`src/rtl/seq_stim_gen.sv`:
```
// Initiator-side stimulus generator for the or/and/intersect sequence checker.
// Emits rose (a -> c/b pulses) and pair (a,c,e then b,d) transactions from registered outputs.
module seq_stim_gen #(
   parameter int B_DLY = 3,
   parameter int C_DLY = 1,
   parameter int GAP   = 2
) (
   input  logic clk,
   input  logic rst_n,
   input  logic start,
   input  logic mode,
   output logic busy,
   output logic done,
   output logic a,
   output logic b,
   output logic c,
   output logic d,
   output logic e
);

   localparam int MAX_DLY = (B_DLY > C_DLY) ? B_DLY : C_DLY;
   localparam int CNT_TOP = (GAP > 5) ? GAP : 5;
   localparam int CNT_W   = $clog2(CNT_TOP + 1);

   localparam logic [CNT_W-1:0] B_CNT    = CNT_W'(B_DLY);
   localparam logic [CNT_W-1:0] C_CNT    = CNT_W'(C_DLY);
   localparam logic [CNT_W-1:0] MAX_CNT  = CNT_W'(MAX_DLY);
   localparam logic [CNT_W-1:0] GAP_LAST = CNT_W'(GAP - 1);

   if (B_DLY < 1 || B_DLY > 5) begin : g_bad_b_dly
      $error("seq_stim_gen: B_DLY must be in 1..5");
   end
   if (C_DLY < 1 || C_DLY > 2) begin : g_bad_c_dly
      $error("seq_stim_gen: C_DLY must be in 1..2");
   end
   if (GAP < 1) begin : g_bad_gap
      $error("seq_stim_gen: GAP must be at least 1");
   end

   typedef enum logic [2:0] {IDLE, ROSE, PAIR0, PAIR1, GAPW} state_t;

   state_t           state;
   logic [CNT_W-1:0] cnt;
   logic [CNT_W-1:0] cnt_inc;
   logic             accept;

   assign cnt_inc = cnt + CNT_W'(1);

   // The edge that closes the gap behaves as the first IDLE edge, so a held
   // start re-launches without an extra idle cycle.
   assign accept = start && ((state == IDLE) || (state == GAPW && cnt == GAP_LAST));

   always_ff @(posedge clk or negedge rst_n) begin
      if (!rst_n) begin
         state <= IDLE;
         cnt   <= '0;
         busy  <= 1'b0;
         done  <= 1'b0;
         a     <= 1'b0;
         b     <= 1'b0;
         c     <= 1'b0;
         d     <= 1'b0;
         e     <= 1'b0;
      end else begin
         done <= 1'b0;
         a    <= 1'b0;
         b    <= 1'b0;
         c    <= 1'b0;
         d    <= 1'b0;
         e    <= 1'b0;
         if (accept) begin
            busy <= 1'b1;
            cnt  <= '0;
            a    <= 1'b1;
            if (mode) begin
               state <= PAIR0;
               c     <= 1'b1;
               e     <= 1'b1;
            end else begin
               state <= ROSE;
            end
         end else begin
            case (state)
               IDLE: busy <= 1'b0;
               ROSE: begin
                  if (cnt == MAX_CNT) begin
                     state <= GAPW;
                     cnt   <= '0;
                  end else begin
                     cnt  <= cnt_inc;
                     a    <= 1'b1;
                     b    <= (cnt_inc == B_CNT);
                     c    <= (cnt_inc == C_CNT);
                     done <= (cnt_inc == MAX_CNT);
                  end
               end
               PAIR0: begin
                  state <= PAIR1;
                  b     <= 1'b1;
                  d     <= 1'b1;
                  done  <= 1'b1;
               end
               PAIR1: begin
                  state <= GAPW;
                  cnt   <= '0;
               end
               GAPW: begin
                  if (cnt == GAP_LAST) begin
                     state <= IDLE;
                     busy  <= 1'b0;
                  end else begin
                     cnt <= cnt_inc;
                  end
               end
               default: begin
                  state <= IDLE;
                  busy  <= 1'b0;
               end
            endcase
         end
      end
   end

endmodule

```
`config.mk`:
```
export PLATFORM = sky130hd
export DESIGN_NAME = seq_stim_gen
export DESIGN_NICKNAME = d
export VERILOG_FILES = /design/src/rtl/seq_stim_gen.sv
export SDC_FILE = /design/constraint.sdc
export NUM_CORES = 1
export LEC_CHECK = 0
export BUFFER_PORTS_ARGS = -buffer_cell sky130_fd_sc_hd__buf_2
export CAP_MARGIN = 40
export CORE_MARGIN = 2
export CORE_UTILIZATION = 47
export CTS_CLUSTER_SIZE = 16
export DETAILED_ROUTE_END_ITERATION = 8
export MAX_ROUTING_LAYER = met4
export PLACE_DENSITY = 0.68
export SLEW_MARGIN = 15
export SYNTH_ARGS = -nofsm -noshare
export SYNTH_HDL_FRONTEND = slang
export SYNTH_SLANG_ARGS = --single-unit
```
`constraint.sdc`:
```
create_clock -name clk -period 1.28 [get_ports clk]
set_input_delay 0.32 -clock clk [delete_from_list [all_inputs] [get_ports clk]]
set_output_delay 0.32 -clock clk [all_outputs]
set_load 0.01 [all_outputs]
```
==> flow_summary.ini <==
[status]
status = finished with violations
violations = negative setup slack

[worst_setup_path]
worstReg2RegEnd = cnt[1]$_DFFE_PN0P_
cp.arrival_ns = 1.53
startpoint = cnt[1]$_DFFE_PN0P_
path_max_fanout = 4
r2r_start = cnt[1]$_DFFE_PN0P_
cp-end-kind = flip-flop
critical_path_class = reg2reg
reg2reg_slack_ns = -0.10
reg2regPathDepth = 6
cp.required_ns = 1.43
worst_setup_path_start_kind = flip-flop

[sta]
timing.final.ws_setup_ns = -0.1011
period_needed_ns = 1.381
finalSetupViolCount = 6
hold_violations = 0
clock_skew_ns = 0.003358
max_freq_ghz = 0.7241
setup_tns_ns = -0.4139
hold_slack_ns = 0.2939
tightestPinTransition_ns = 0.3341
slew_viol_final = 0
relSlewSlack_pct = 77.72
rsz0062_at_grt = true
fin_crit_sh_pct = 107.9

[floorplan]
dieArea_um2 = 1680
core_region_area_um2 = 1285
die_h_um = 40.99
initial_utilization_pct = 50.05
rows = 13
io-pin-count = 11
die_w_um = 40.99

[route]
viasPerCell = 5.354
antenna_left = 0
drt-total-wl_um = 1368
drc_errors = 0
drt_iter0_drc = 5
via_count = 530
wire_per_inst_um = 13.82
first_pass_iters = 3

[clocking]
cts.sinks = 12
clock_latency_ns = 0.27
cts_tree = done
cts.clk_slew.worst_paths_ns = 0.07
numCtsBuffers = 3
cts_buffer_depth = 2
htreeDepth = 1
cts-root-buf = clkbuf_4

[yosys]
synth_fp_nets = 71
synth.avg_cell_area_um2 = 10.54
synth_area_leader_cell = dfrtp_1
async_reset_ff_share_pct = 100.0
synth.most_common_cell = dfrtp_1
synthCells = 61
netlist_top_cells_area = dfrtp_1 47%, ha_1 12%, inv_1 4.7%
ys_seq_area_share_pct = 46.69
synth_edf_count = 0
yosys_warnings = 0
ys_ff_latch = 12
yosysTopAreaCellShare_pct = 46.69
syn-cell-area_um2 = 643.1
yosys-top-cells-count = 12 x dfrtp_1, 8 x inv_1, 7 x nand2_1
ys_types = 27
dominantRegCellSynth = dfrtp_1

[hold_path]
hold_depth = 3
whs_endpoint = e$_DFF_PN0_
hp-start = mode
hp-class = in2reg

[power_and_ir_drop]
p_per_area_nw_per_um2 = 2323
cellLeakagePower_nw = 0.4322
ir_drop_uv = 1190
p_total_mw = 2.076

[grt]
antenna_found_initial = 0
grt_pass1_wl_um = 2139
grt_util_all_layers_pct = 20.58
grt_start_max_net_pins = 13
grt_pass1_vias = 507
grt_remaining_overflow = 0

[final_layout]
final_util_pct = 69.52
drive_gt1_share_pct = 51.19
syn2layout_area_growth_pct = 38.91
nFillCells = 101
final_cell_count_no_fill = 99
nNetsFinal = 96
diodes = 0

[place]
port_buffers = 10
dp_cells = 93
gp_congestion = 0.7603
dp_hpwl_um = 1011

[flow_run]
maxCapViolations = 0
==> power breakdown <==
group          total, mW  leakage [nW]  switching, mW  internal (mW)
Combinational       1.18         0.265          0.581          0.602
Clock              0.228        0.0138          0.119          0.109
Sequential         0.664         0.154          0.133          0.531
Total               2.08         0.432          0.834           1.24
==> routing by layer <==
metal	up-vias	wire (µm)	track usage, %
met5	-	0	-
li1	254	-	-
met4	0	34	10.00
met2	10	699	34.77
met1	261	593	23.39
met3	5	40	3.261
==> registers in the layout, summed over array words and instances, names as in the netlist <==
name	cells
b	1
c	1
a	1
cnt	3
busy	1
state	3
d	1
e	1
==> worst max path at each step <==
| stage | endpoint | slack (ns) |
|---|---|---|
| floorplan | cnt[2]$_DFFE_PN0P_ | -0.004 |
| global placement | cnt[2]$_DFFE_PN0P_ | -0.07 |
| detailed placement | cnt[1]$_DFFE_PN0P_ | -0.09 |
| CTS | cnt[2]$_DFFE_PN0P_ | -0.09 |
| global route | cnt[0]$_DFFE_PN0P_ | -0.17 |
| finish | cnt[1]$_DFFE_PN0P_ | -0.10 |
==> repair_timing <==
item,in CTS,in global routing
endpoints found under the hold margin,12,0
buffers inserted,1,2
pin swaps,3,7
hold buffers,1,0
setup endpoints to repair,8,11
gates resized for setup,6,9
cloned,0,0
==> cell type report <==
class                   count  area [µm²]  area share [%]
clock buffers               3       22.52           2.521
inverters                   8       30.03           3.361
multi-input cells          40       384.1           43.00
flip-flops and latches     12       302.8           33.89
well taps                  15       18.77           2.101
repair buffers             21       135.1           15.13
==> cells by family (layout without fill, tap and decap cells) <==
family                     count (synthesis)  after routing  synth area share [%]
buffers and inverters                      9             32                 5.837
DFF                                       12             12                 46.69
adders and majority gates                  6              6                 11.67
AOI/OAI and AO/OA                         15             15                 18.68
and+or+nand+nor                           19             19                 17.12
==> cells in the final DEF (no fill, tap or decap), drive strengths merged, types with 2 or more instances in the layout <==
cell / count
nand3: 2
a31o: 2
or2: 2
nand2b: 2
nand2: 7
clkbuf: 3
inv: 8
dfrtp: 12
buf: 20
ha: 6
o21ai: 4
nor2b: 3
==> worst max-delay path, cell delays in order, from the launching register on <==
cell	delay (ns)
dfrtp_2	0.44
inv_2	0.09
ha_4	0.14
nand2b_4	0.06
a211o_1	0.36
nand2_1	0.09
o32ai_1	0.07
==> through the flow <==
stage | setup WS, ns | area [µm²]
6_report | -0.1011 | 893.4
2_1_floorplan | -0.004198 | 678.2
5_1_grt | -0.1704 | 893.4
3_3_place_gp | -0.06725 | 799.5
3_5_place_dp | -0.09475 | 799.5
4_1_cts | -0.08922 | 849.6
(Power assumes the default switching activity.)
